--- config.mk ---
export PLATFORM = sky130hd
export DESIGN_NAME = uart_agent_core
export DESIGN_NICKNAME = d
export VERILOG_FILES = /design/src/rtl/uart_agent_core.sv
export SDC_FILE = /design/constraint.sdc
export NUM_CORES = 1
export LEC_CHECK = 0
export CAP_MARGIN = 5
export CORE_UTILIZATION = 55
export CTS_CLUSTER_DIAMETER = 60
export DETAILED_ROUTE_END_ITERATION = 10
export HOLD_SLACK_MARGIN = 0.03
export PLACE_DENSITY_LB_ADDON = 0.08
export SLEW_MARGIN = 30
export SYNTH_ARGS = -nofsm -noshare
export SYNTH_HDL_FRONTEND = slang
export SYNTH_SLANG_ARGS = --single-unit
--- constraint.sdc ---
create_clock -name mclk -period 5.3 [get_ports mclk]
set_clock_uncertainty 0.15 [all_clocks]
set_input_delay 1.06 -clock mclk [delete_from_list [all_inputs] [get_ports mclk]]
set_output_delay 1.06 -clock mclk [all_outputs]
set_load 0.05 [all_outputs]
--- src/rtl/uart_agent_core.sv ---
// uart_agent_core: UART transceiver, 16x oversampled RX,
// show-ahead RX FIFO with per-byte flags, sticky status, frame counters.
`timescale 1ns/1ps
module uart_agent_core #(
  parameter int FIFO_DEPTH = 16,
  parameter int FIFO_AW    = 4,
  parameter int DIV_W      = 16,
  parameter int TMO_W      = 20
) (
  input  logic             mclk,
  input  logic             reset_n,
  input  logic [1:0]       cfg_data_bits,
  input  logic             cfg_stop2,
  input  logic             cfg_parity_en,
  input  logic             cfg_even_par,
  input  logic [DIV_W-1:0] cfg_divisor,
  input  logic [TMO_W-1:0] cfg_timeout,
  input  logic             tx_valid,
  input  logic [7:0]       tx_data,
  output logic             tx_ready,
  output logic             txd,
  input  logic             rxd,
  output logic             rx_valid,
  output logic [7:0]       rx_data,
  output logic             rx_par_err,
  output logic             rx_frm_err,
  input  logic             rx_ready,
  output logic             rx_overflow,
  output logic             rx_timeout,
  input  logic             err_clr,
  output logic [15:0]      tx_count,
  output logic [15:0]      rx_count
);

  typedef enum logic [2:0] {
    T_IDLE, T_START, T_DATA, T_PAR, T_STOP1, T_STOP2
  } tx_state_t;

  typedef enum logic [2:0] {
    R_IDLE, R_START, R_DATA, R_PAR, R_STOP1, R_STOP2
  } rx_state_t;

  // ---------------- TX ----------------
  tx_state_t        tx_state;
  tx_state_t        tx_state_nx;
  logic [DIV_W-1:0] tx_psc;
  logic [DIV_W-1:0] tx_div;
  logic [3:0]       tx_tck;
  logic [2:0]       tx_bit;
  logic [7:0]       tx_sh;
  logic [1:0]       tx_nb;
  logic             tx_s2;
  logic             tx_pe;
  logic             tx_par;
  logic [7:0]       tx_mask;
  logic             tx_bit_end;
  logic             tx_last;
  logic             tx_acc;

  assign tx_mask    = 8'hFF >> (2'd3 - cfg_data_bits);
  assign tx_bit_end = (tx_state != T_IDLE) &&
                      (tx_psc == tx_div) && (tx_tck == 4'd15);
  assign tx_last    = tx_bit_end &&
                      ((tx_state == T_STOP1 && !tx_s2) ||
                       tx_state == T_STOP2);
  // Ready in the final stop cycle too, so the next start bit
  // follows the stop bit with no idle gap.
  assign tx_ready   = (tx_state == T_IDLE) || tx_last;
  assign tx_acc     = tx_valid && tx_ready;

  // TX state register
  always_ff @(posedge mclk or negedge reset_n) begin
    if (!reset_n) tx_state <= T_IDLE;
    else          tx_state <= tx_state_nx;
  end

  // TX next state and serial output
  always_comb begin
    tx_state_nx = tx_state;
    txd         = 1'b1;
    unique case (tx_state)
      T_IDLE: begin
        if (tx_valid) tx_state_nx = T_START;
      end
      T_START: begin
        txd = 1'b0;
        if (tx_bit_end) tx_state_nx = T_DATA;
      end
      T_DATA: begin
        txd = tx_sh[0];
        if (tx_bit_end && tx_bit == {1'b1, tx_nb})
          tx_state_nx = tx_pe ? T_PAR : T_STOP1;
      end
      T_PAR: begin
        txd = tx_par;
        if (tx_bit_end) tx_state_nx = T_STOP1;
      end
      T_STOP1: begin
        if (tx_bit_end) begin
          if (tx_s2)         tx_state_nx = T_STOP2;
          else if (tx_valid) tx_state_nx = T_START;
          else               tx_state_nx = T_IDLE;
        end
      end
      T_STOP2: begin
        if (tx_bit_end)
          tx_state_nx = tx_valid ? T_START : T_IDLE;
      end
      default: tx_state_nx = T_IDLE;
    endcase
  end

  // TX datapath: frame config latch, prescaler, shifter, counter
  always_ff @(posedge mclk or negedge reset_n) begin
    if (!reset_n) begin
      tx_psc   <= '0;
      tx_div   <= '0;
      tx_tck   <= '0;
      tx_bit   <= '0;
      tx_sh    <= '0;
      tx_nb    <= '0;
      tx_s2    <= 1'b0;
      tx_pe    <= 1'b0;
      tx_par   <= 1'b0;
      tx_count <= '0;
    end else begin
      if (tx_acc) begin
        tx_psc <= '0;
        tx_div <= cfg_divisor;
        tx_tck <= '0;
        tx_bit <= '0;
        tx_sh  <= tx_data;
        tx_nb  <= cfg_data_bits;
        tx_s2  <= cfg_stop2;
        tx_pe  <= cfg_parity_en;
        tx_par <= (^(tx_data & tx_mask)) ^ ~cfg_even_par;
      end else if (tx_state != T_IDLE) begin
        if (tx_psc == tx_div) begin
          tx_psc <= '0;
          tx_tck <= tx_tck + 4'd1;
          if (tx_tck == 4'd15 && tx_state == T_DATA) begin
            tx_sh  <= tx_sh >> 1;
            tx_bit <= tx_bit + 3'd1;
          end
        end else begin
          tx_psc <= tx_psc + 1'b1;
        end
      end
      if (tx_last) tx_count <= tx_count + 16'd1;
    end
  end

  // ---------------- RX ----------------
  rx_state_t        rx_state;
  rx_state_t        rx_state_nx;
  logic             rx_meta;
  logic             rx_sync;
  logic             rx_prev;
  logic [DIV_W-1:0] rx_psc;
  logic [DIV_W-1:0] rx_div;
  logic [3:0]       rx_tck;
  logic [2:0]       rx_bit;
  logic [7:0]       rx_sh;
  logic [1:0]       rx_nb;
  logic             rx_s2;
  logic             rx_pe;
  logic             rx_ev;
  logic             rx_frm;
  logic             rx_perr;
  logic             rx_start;
  logic             rx_tick;
  logic             rx_mid_start;
  logic             rx_samp;
  logic             rx_done;
  logic [9:0]       push_word;

  assign rx_start     = (rx_state == R_IDLE) && rx_prev && !rx_sync;
  assign rx_tick      = (rx_psc == rx_div);
  assign rx_mid_start = (rx_state == R_START) && rx_tick &&
                        (rx_tck == 4'd7);
  assign rx_samp      = (rx_state != R_IDLE) &&
                        (rx_state != R_START) &&
                        rx_tick && (rx_tck == 4'd15);
  assign rx_done      = rx_samp &&
                        ((rx_state == R_STOP1 && !rx_s2) ||
                         rx_state == R_STOP2);
  assign push_word    = {rx_frm | ~rx_sync, rx_perr, rx_sh};

  // Two-flop synchroniser plus edge-detect history
  always_ff @(posedge mclk or negedge reset_n) begin
    if (!reset_n) begin
      rx_meta <= 1'b1;
      rx_sync <= 1'b1;
      rx_prev <= 1'b1;
    end else begin
      rx_meta <= rxd;
      rx_sync <= rx_meta;
      rx_prev <= rx_sync;
    end
  end

  // RX state register
  always_ff @(posedge mclk or negedge reset_n) begin
    if (!reset_n) rx_state <= R_IDLE;
    else          rx_state <= rx_state_nx;
  end

  // RX next state; after the start check every bit is taken mid-bit
  always_comb begin
    rx_state_nx = rx_state;
    unique case (rx_state)
      R_IDLE: begin
        if (rx_start) rx_state_nx = R_START;
      end
      R_START: begin
        if (rx_mid_start)
          rx_state_nx = rx_sync ? R_IDLE : R_DATA;
      end
      R_DATA: begin
        if (rx_samp && rx_bit == {1'b1, rx_nb})
          rx_state_nx = rx_pe ? R_PAR : R_STOP1;
      end
      R_PAR: begin
        if (rx_samp) rx_state_nx = R_STOP1;
      end
      R_STOP1: begin
        if (rx_samp) rx_state_nx = rx_s2 ? R_STOP2 : R_IDLE;
      end
      R_STOP2: begin
        if (rx_samp) rx_state_nx = R_IDLE;
      end
      default: rx_state_nx = R_IDLE;
    endcase
  end

  // RX datapath: config latch, prescaler, bit capture, error flags
  always_ff @(posedge mclk or negedge reset_n) begin
    if (!reset_n) begin
      rx_psc   <= '0;
      rx_div   <= '0;
      rx_tck   <= '0;
      rx_bit   <= '0;
      rx_sh    <= '0;
      rx_nb    <= '0;
      rx_s2    <= 1'b0;
      rx_pe    <= 1'b0;
      rx_ev    <= 1'b0;
      rx_frm   <= 1'b0;
      rx_perr  <= 1'b0;
      rx_count <= '0;
    end else begin
      if (rx_start) begin
        rx_psc  <= '0;
        rx_div  <= cfg_divisor;
        rx_tck  <= '0;
        rx_bit  <= '0;
        rx_sh   <= '0;
        rx_nb   <= cfg_data_bits;
        rx_s2   <= cfg_stop2;
        rx_pe   <= cfg_parity_en;
        rx_ev   <= cfg_even_par;
        rx_frm  <= 1'b0;
        rx_perr <= 1'b0;
      end else if (rx_state != R_IDLE) begin
        if (rx_tick) begin
          rx_psc <= '0;
          rx_tck <= rx_mid_start ? 4'd0 : rx_tck + 4'd1;
        end else begin
          rx_psc <= rx_psc + 1'b1;
        end
        if (rx_samp && rx_state == R_DATA) begin
          rx_sh[rx_bit] <= rx_sync;
          rx_bit        <= rx_bit + 3'd1;
        end
        if (rx_samp && rx_state == R_PAR)
          rx_perr <= rx_sync ^ (^rx_sh) ^ ~rx_ev;
        if (rx_samp && rx_state == R_STOP1 && !rx_sync)
          rx_frm <= 1'b1;
      end
      if (rx_done) rx_count <= rx_count + 16'd1;
    end
  end

  // ---------------- RX FIFO ----------------
  logic [9:0]       mem [FIFO_DEPTH];
  logic [FIFO_AW-1:0] wp;
  logic [FIFO_AW-1:0] rp;
  logic [FIFO_AW:0]   cnt;
  logic             full;
  logic             pop;
  logic             wr;
  logic             ovf_ev;
  logic [9:0]       head;

  assign full     = (cnt == (FIFO_AW+1)'(FIFO_DEPTH));
  assign pop      = rx_valid && rx_ready;
  assign wr       = rx_done && (!full || pop);
  assign ovf_ev   = rx_done && full && !pop;
  assign rx_valid = (cnt != '0);
  assign head     = mem[rp];
  assign rx_data    = rx_valid ? head[7:0] : 8'h00;
  assign rx_par_err = rx_valid & head[8];
  assign rx_frm_err = rx_valid & head[9];

  // FIFO storage, written only on an accepted push
  always_ff @(posedge mclk) begin
    if (wr) mem[wp] <= push_word;
  end

  // FIFO pointers and occupancy
  always_ff @(posedge mclk or negedge reset_n) begin
    if (!reset_n) begin
      wp  <= '0;
      rp  <= '0;
      cnt <= '0;
    end else begin
      if (wr)  wp <= wp + 1'b1;
      if (pop) rp <= rp + 1'b1;
      case ({wr, pop})
        2'b10:   cnt <= cnt + 1'b1;
        2'b01:   cnt <= cnt - 1'b1;
        default: cnt <= cnt;
      endcase
    end
  end

  // ---------------- Status ----------------
  logic [TMO_W-1:0] tmo_cnt;
  logic             tmo_hit;

  assign tmo_hit = (cfg_timeout != '0) && (tmo_cnt == cfg_timeout);

  // Idle-time counter, saturating, and sticky status flags
  always_ff @(posedge mclk or negedge reset_n) begin
    if (!reset_n) begin
      tmo_cnt     <= '0;
      rx_overflow <= 1'b0;
      rx_timeout  <= 1'b0;
    end else begin
      if (rx_start || err_clr)
        tmo_cnt <= '0;
      else if (rx_state == R_IDLE && tmo_cnt != '1)
        tmo_cnt <= tmo_cnt + 1'b1;
      if (ovf_ev)       rx_overflow <= 1'b1;
      else if (err_clr) rx_overflow <= 1'b0;
      if (tmo_hit)      rx_timeout  <= 1'b1;
      else if (err_clr) rx_timeout  <= 1'b0;
    end
  end

endmodule

==> results of run 1 <==
==> flip-flops by register name, indices dropped and copies added (netlist names), 2 cells and up <==
signal    cells
rx_tck        4
rx_div       16
mem         160
tx_tck        4
tmo_cnt      20
rx_nb         2
tx_psc       16
wp            4
rx_sh         8
rx_bit        3
rx_state      3
cnt           5
tx_count     16
rx_psc       16
tx_sh         8
tx_nb         2
rp            4
rx_count     16
tx_state      3
tx_div       16
tx_bit        3
==> cells by family after synthesis <==
| logic type | synth area share (%) |
|---|---|
| mux | 10.5 |
| compound gates | 3.57 |
| xor+xnor | 8.60 |
| flops | 60.5 |
| simple gates | 13.7 |
| fa+ha+maj | 1.29 |
| buf+inv | 1.81 |
==> per-stage QoR <==
step           cell area [µm²]  util (%)  setup slack (ps)  std cells
2_1_floorplan            15500         -              1680       1193
3_3_place_gp             16900      61.1              1240       1635
3_5_place_dp             16900      61.2              1200       1636
4_1_cts                  18300      66.2               614       1705
5_1_grt                  18400      66.4               452       1708
6_report                 18400      66.4               647       1708
==> cell usage after synthesis, types with 16 or more instances <==
| master | n | share of area (%) |
|---|---|---|
| ha_1 | 16 | 1.3 |
| mux4_2 | 50 | 7.3 |
| and3_1 | 28 | 1.1 |
| clkbuf_1 | 32 | 0.78 |
| nor2_1 | 85 | 2.1 |
| nand3_1 | 44 | 1.4 |
| nand4_1 | 24 | 0.97 |
| edfxtp_1 | 160 | 31 |
| o21ai_0 | 42 | 1.4 |
| dfrtp_1 | 179 | 29 |
| nor2b_1 | 16 | 0.65 |
| nor4_1 | 27 | 1.1 |
| and2_1 | 22 | 0.89 |
| xnor2_1 | 56 | 3.2 |
| xor2_1 | 96 | 5.4 |
| inv_1 | 23 | 0.56 |
| mux2_2 | 27 | 2.0 |
| nand2_1 | 129 | 3.1 |
==> area by class of cell <==
| type | count | area, µm² |
|---|---|---|
| sequential | 342 | 9360 |
| fill | 2056 | 9310 |
| multi-input combinational | 781 | 5910 |
| timing repair buffer | 115 | 1170 |
| clock buffer | 52 | 1070 |
| tap | 378 | 473 |
| clock inverter | 17 | 323 |
| inverter | 23 | 86.3 |
==> per-layer routing <==
layer / vias up / wire (µm) / share of wire, % / global-route usage, %
met5: - / 0 / 0 / 0
met4: 0 / 533 / 1.7 / 6.19
met3: 37 / 1240 / 3.9 / 3.36
met2: 188 / 16100 / 51 / 39.2
met1: 4759 / 13700 / 43 / 30.8
li1: 4540 / - / - / -
==> power breakdown <==
group | internal (µW) | switching, µW | total (µW)
logic | 407 | 463 | 870
clock network | 1860 | 1030 | 2900
registers | 2980 | 199 | 3180
total | 5250 | 1700 | 6940
==> worst reg2reg max path, cell delays in order (launching register included) <==
cell	delay (ps)
dfrtp_1	440
xor2_1	180
nor4_1	440
nand4_2	470
nor2_1	370
nand2_1	340
nor3b_1	440
and2_1	720
==> worst paths after layout <==
check / from / endpoint
min: rx_meta / rx_sync
max in group asynchronous: reset_n / cnt[0]
max: tx_psc[9] / tx_ready
max reg2reg: rx_psc[7] / mem[7][7]
min in group asynchronous: reset_n / rp[1]
min reg2reg: rx_meta / rx_sync
==> metrics.csv, run 1 <==
metric,value,unit
synthesized instance count,1193,
Reg2Reg Depth,7,
Hold Buf Count CTS,0,
hold depth,0,
status,finished clean,
Vias/cell,5.58,
Hold Path Class,reg -> reg,
slowest CP cell,clkdlybuf4s50_1,
leakage,0.00759,µW
fin crit period,4650,ps
ANT cells,0,
top_reg_cell synth,dfrtp_1,
RSZ-0062 raised after global routing,false,
routed vias,9524,
clk slew on worst S/H paths,60,ps
Worst slew margin,34.2,%
share of cells above drive strength 1,13.0,%
total power,6940,µW
Final Hold Vio Count,0,
Reg2Reg Setup Slack,1390,ps
WHS,207,ps
vias in the first global route,9714,
largest net degree at the start of global routing,123,
global route overflow,0,
CP max FO,9,
total clock buffers created by CTS,38,
crit path capture type,output pin,
critical path buffer and inverter count,1,
Power per Cell Area,377,mW/mm²
setup TNS,0,ps
drt first-iter violations,690,
initial antenna violation count,0,
Core ar.,0.0277,mm²
Die Area,0.0288,mm²
CTS root buf,clkbuf_16,
Initial Utilization,55.9,%
part of the cycle the worst path needs,87.8,%
CTS resizes,0,
Finish-stage setup viols,0,
worst-margin pin slew,980,ps
"Slew Viols, Final",0,
P&R area growth vs syn,18.9,%
die width,170,µm
Worst path max stage delay,790,ps
GRT Overall Usage,22.9,%
htree depth,2,
Worst EP required,4090,ps
"Seq/Total Area, Yosys",60.5,%
HPWL after DPL,20600,µm
Post-layout nets,1372,
cell family with the largest share of critical-path delay,simple AND/OR/NAND/NOR gates,
"FF+latch count, synth",342,
VDD IR max,304,µV
Post-CTS Setup Bufs,0,
TritonRoute pass-1 iters,5,
routed wire length,31500,µm
GPL Wtd Cong,0.809,
first-pass GRT wire length,51400,µm
WL per Instance,18.4,µm
synthesized cell area,0.0155,mm²
Crit path arrival time,3440,ps
row cnt,61,
Post-synth EDFFs,160,
DRC,0,
Async SR Flop Fraction,53.2,%
synth warn,0,
Worst setup SP type,flip-flop,
Crit. path cell count,6,
Max-Cap Viols,0,
Synth Net Count,1264,
antenna-violating nets left,0,
Worst-Skew Late Latency,520,ps
Synth cell types,61,
mean post-synth cell area,13.0,µm²
Die H,170,µm
Setup CP Type,reg -> out,
PortBufs,101,
fmax,215,MHz
CP Cell Sequence,xor2_1 -> nor4_1 -> nand4_1 -> nor3_2 -> or2_2 -> clkdlybuf4s50_1,
IO Count,102,
# clock sinks,342,
"most common cell after layout, fill and taps aside",dfrtp_1,
clk buf depth,3,
most frequent cells in the layout,"dfrtp_1 (178), edfxtp_1 (160), nand2_1 (129)",
CTS tree,yes,
Power figures use the tool's default switching activity.
==> run 2: changes to the inputs <==
--- a/config.mk
+++ b/config.mk
@@ -6,7 +6,8 @@
 export NUM_CORES = 1
 export LEC_CHECK = 0
 export CAP_MARGIN = 5
-export CORE_UTILIZATION = 55
+export CORE_UTILIZATION = 30
+export CTS_BUF_LIST = sky130_fd_sc_hd__clkbuf_2 sky130_fd_sc_hd__clkbuf_4 sky130_fd_sc_hd__clkbuf_8
 export CTS_CLUSTER_DIAMETER = 60
 export DETAILED_ROUTE_END_ITERATION = 10
 export HOLD_SLACK_MARGIN = 0.03
==> metrics.csv, run 2 (synthesis gave the netlist of run 1 again) <==
metric,value,unit,change
status,finished clean,,unchanged
most frequent cells in the layout,"dfrtp_1 (176), edfxtp_1 (160), nand2_1 (129)",,"was dfrtp_1 (178), edfxtp_1 (160), nand2_1 (129)"
Setup CP Type,reg -> out,,unchanged
VDD IR max,180,µV,was 304 µV
clk buf depth,3,,unchanged
ANT cells,0,,unchanged
Vias/cell,4.70,,was 5.58
GPL Wtd Cong,0.743,,was 0.809
HPWL after DPL,23900,µm,was 20600 µm
CTS root buf,clkbuf_8,,was clkbuf_16
setup TNS,0,ps,unchanged
"Slew Viols, Final",0,,unchanged
# clock sinks,342,,unchanged
CP endpoint,tx_ready,,unchanged
PortBufs,101,,unchanged
Reg2Reg Depth,7,,unchanged
Post-CTS Setup Bufs,0,,unchanged
max reg flops,160,,unchanged
clk slew on worst S/H paths,60,ps,about the same
P_int,4870,µW,was 5250 µW
crit path capture type,output pin,,unchanged
CTS resizes,0,,unchanged
vias in the first global route,10300,,was 9714
die width,229,µm,was 170 µm
DRC,0,,unchanged
TritonRoute pass-1 iters,5,,unchanged
GRT Overall Usage,14.6,%,was 22.9%
Die Area,0.0525,mm²,was 0.0288 mm²
Net Sw Frac,27.1,%,was 24.4%
Finished Layout Cells,2049,,was 1708
fin crit period,4890,ps,was 4650 ps
CP max FO,9,,unchanged
Die H,229,µm,was 170 µm
IO Count,102,,unchanged
Final Hold Vio Count,0,,unchanged
initial antenna violation count,0,,unchanged
Core ar.,0.0505,mm²,was 0.0277 mm²
total clock buffers created by CTS,61,,was 38
Comb power frac,13.0,%,was 12.5%
Seq pwr share,47.6,%,was 45.7%
RR Startpoint,rx_psc[7],,unchanged
Initial Utilization,30.7,%,was 55.9%
"most common cell after layout, fill and taps aside",dfrtp_1,,unchanged
placed cells,1937,,was 1636
worst-margin pin slew,908,ps,was 980 ps
r2r endpoint,mem[5][4],,was mem[7][7]
routed vias,9637,,was 9524
fmax,204,MHz,was 215 MHz
Max-Cap Viols,0,,unchanged
largest net degree at the start of global routing,73,,was 123
antenna-violating nets left,0,,unchanged
Hold Buf Count CTS,0,,unchanged
Hold Path Class,in -> async,,was reg -> reg
Worst-Skew Late Latency,660,ps,was 520 ps
"Most flops, register",mem,,unchanged
CTS tree,yes,,unchanged
routed wire length,37300,µm,was 31500 µm
Worst EP required,4090,ps,about the same
Worst slew margin,39.5,%,was 34.2%
Clock Power Share,39.3,%,was 41.7%
RSZ-0062 raised after global routing,false,,unchanged
global route overflow,0,,unchanged
Post-layout nets,1399,,was 1372
Top Registers,"mem x160, tmo_cnt x20",,unchanged
crit path launch,tx_psc[12],,was tx_psc[9]
first-pass GRT wire length,59600,µm,was 51400 µm
leakage,0.00762,µW,was 0.00759 µW
row cnt,82,,was 61
htree depth,2,,unchanged
Crit path arrival time,3680,ps,was 3440 ps
Reg2Reg Setup Slack,1550,ps,was 1390 ps
Power per Cell Area,358,mW/mm²,was 377 mW/mm²
P&R area growth vs syn,20.7,%,was 18.9%
drt first-iter violations,497,,was 690
share of cells above drive strength 1,16.0,%,was 13.0%
WL per Instance,18.2,µm,was 18.4 µm
Worst setup SP type,flip-flop,,unchanged
part of the cycle the worst path needs,92.4,%,was 87.8%
Net Switching,1810,µW,was 1700 µW
Finish-stage setup viols,0,,unchanged
run 2: worst max-delay path, stage by stage (launching register included):
cell and delay [ps]:
dfrtp_1 410, xor2_1 160, nor4_1 490, nand4_1 310
nor3_2 640, or2_2 220, clkdlybuf4s50_1 790
run 2: routing by layer:
layer | global-route usage (%) | wire, µm | up-vias
li1 | - | - | 4594
met1 | 19.4 | 17300 | 4853
met2 | 24.0 | 17900 | 130
met3 | 2.58 | 1230 | 60
met4 | 4.73 | 792 | 0
met5 | 0 | 0 | -
run 2: metrics by stage:
stage / power (µW) / setup WS [ps] / area, µm² / hold WS [ps] / util, %
2_1_floorplan: 3820 / 1680 / 15500 / 195 / -
3_3_place_gp: 4100 / 1060 / 17300 / 199 / 34.3
3_5_place_dp: 4120 / 1050 / 17400 / 201 / 34.4
4_1_cts: 6830 / 299 / 18700 / 139 / 37.0
5_1_grt: 7050 / 165 / 18700 / 182 / 37.0
6_report: 6680 / 405 / 18700 / 197 / 37.0
run 2: final cells by class:
cell class              instances  area [µm²]
well taps                     672         841
fillers                      4968       31800
multi-input cells             781        5870
clock buffers                  85        1060
flip-flops and latches        342        9370
inverters                      23        86.3
clock inverters                27         244
repair buffers                119        1200
run 2: worst min path at each step:
stage	from	to	slack [ps]	cells after the start
6_report	reset_n	tx_psc[7]	200	1
5_1_grt	reset_n	tx_psc[10]	180	1
4_1_cts	reset_n	tx_psc[7]	140	1
2_1_floorplan	rx_meta	rx_sync	200	0
3_5_place_dp	rx_meta	rx_sync	200	0
3_3_place_gp	rx_meta	rx_sync	200	0
run 2: power by group through the flow:
stage	logic, µW	registers (µW)	clock network [µW]
floorplan	662	3160	0
global placement	869	3230	0
detailed placement	883	3240	0
CTS	889	3190	2750
global route	985	3220	2850
finish	872	3180	2630
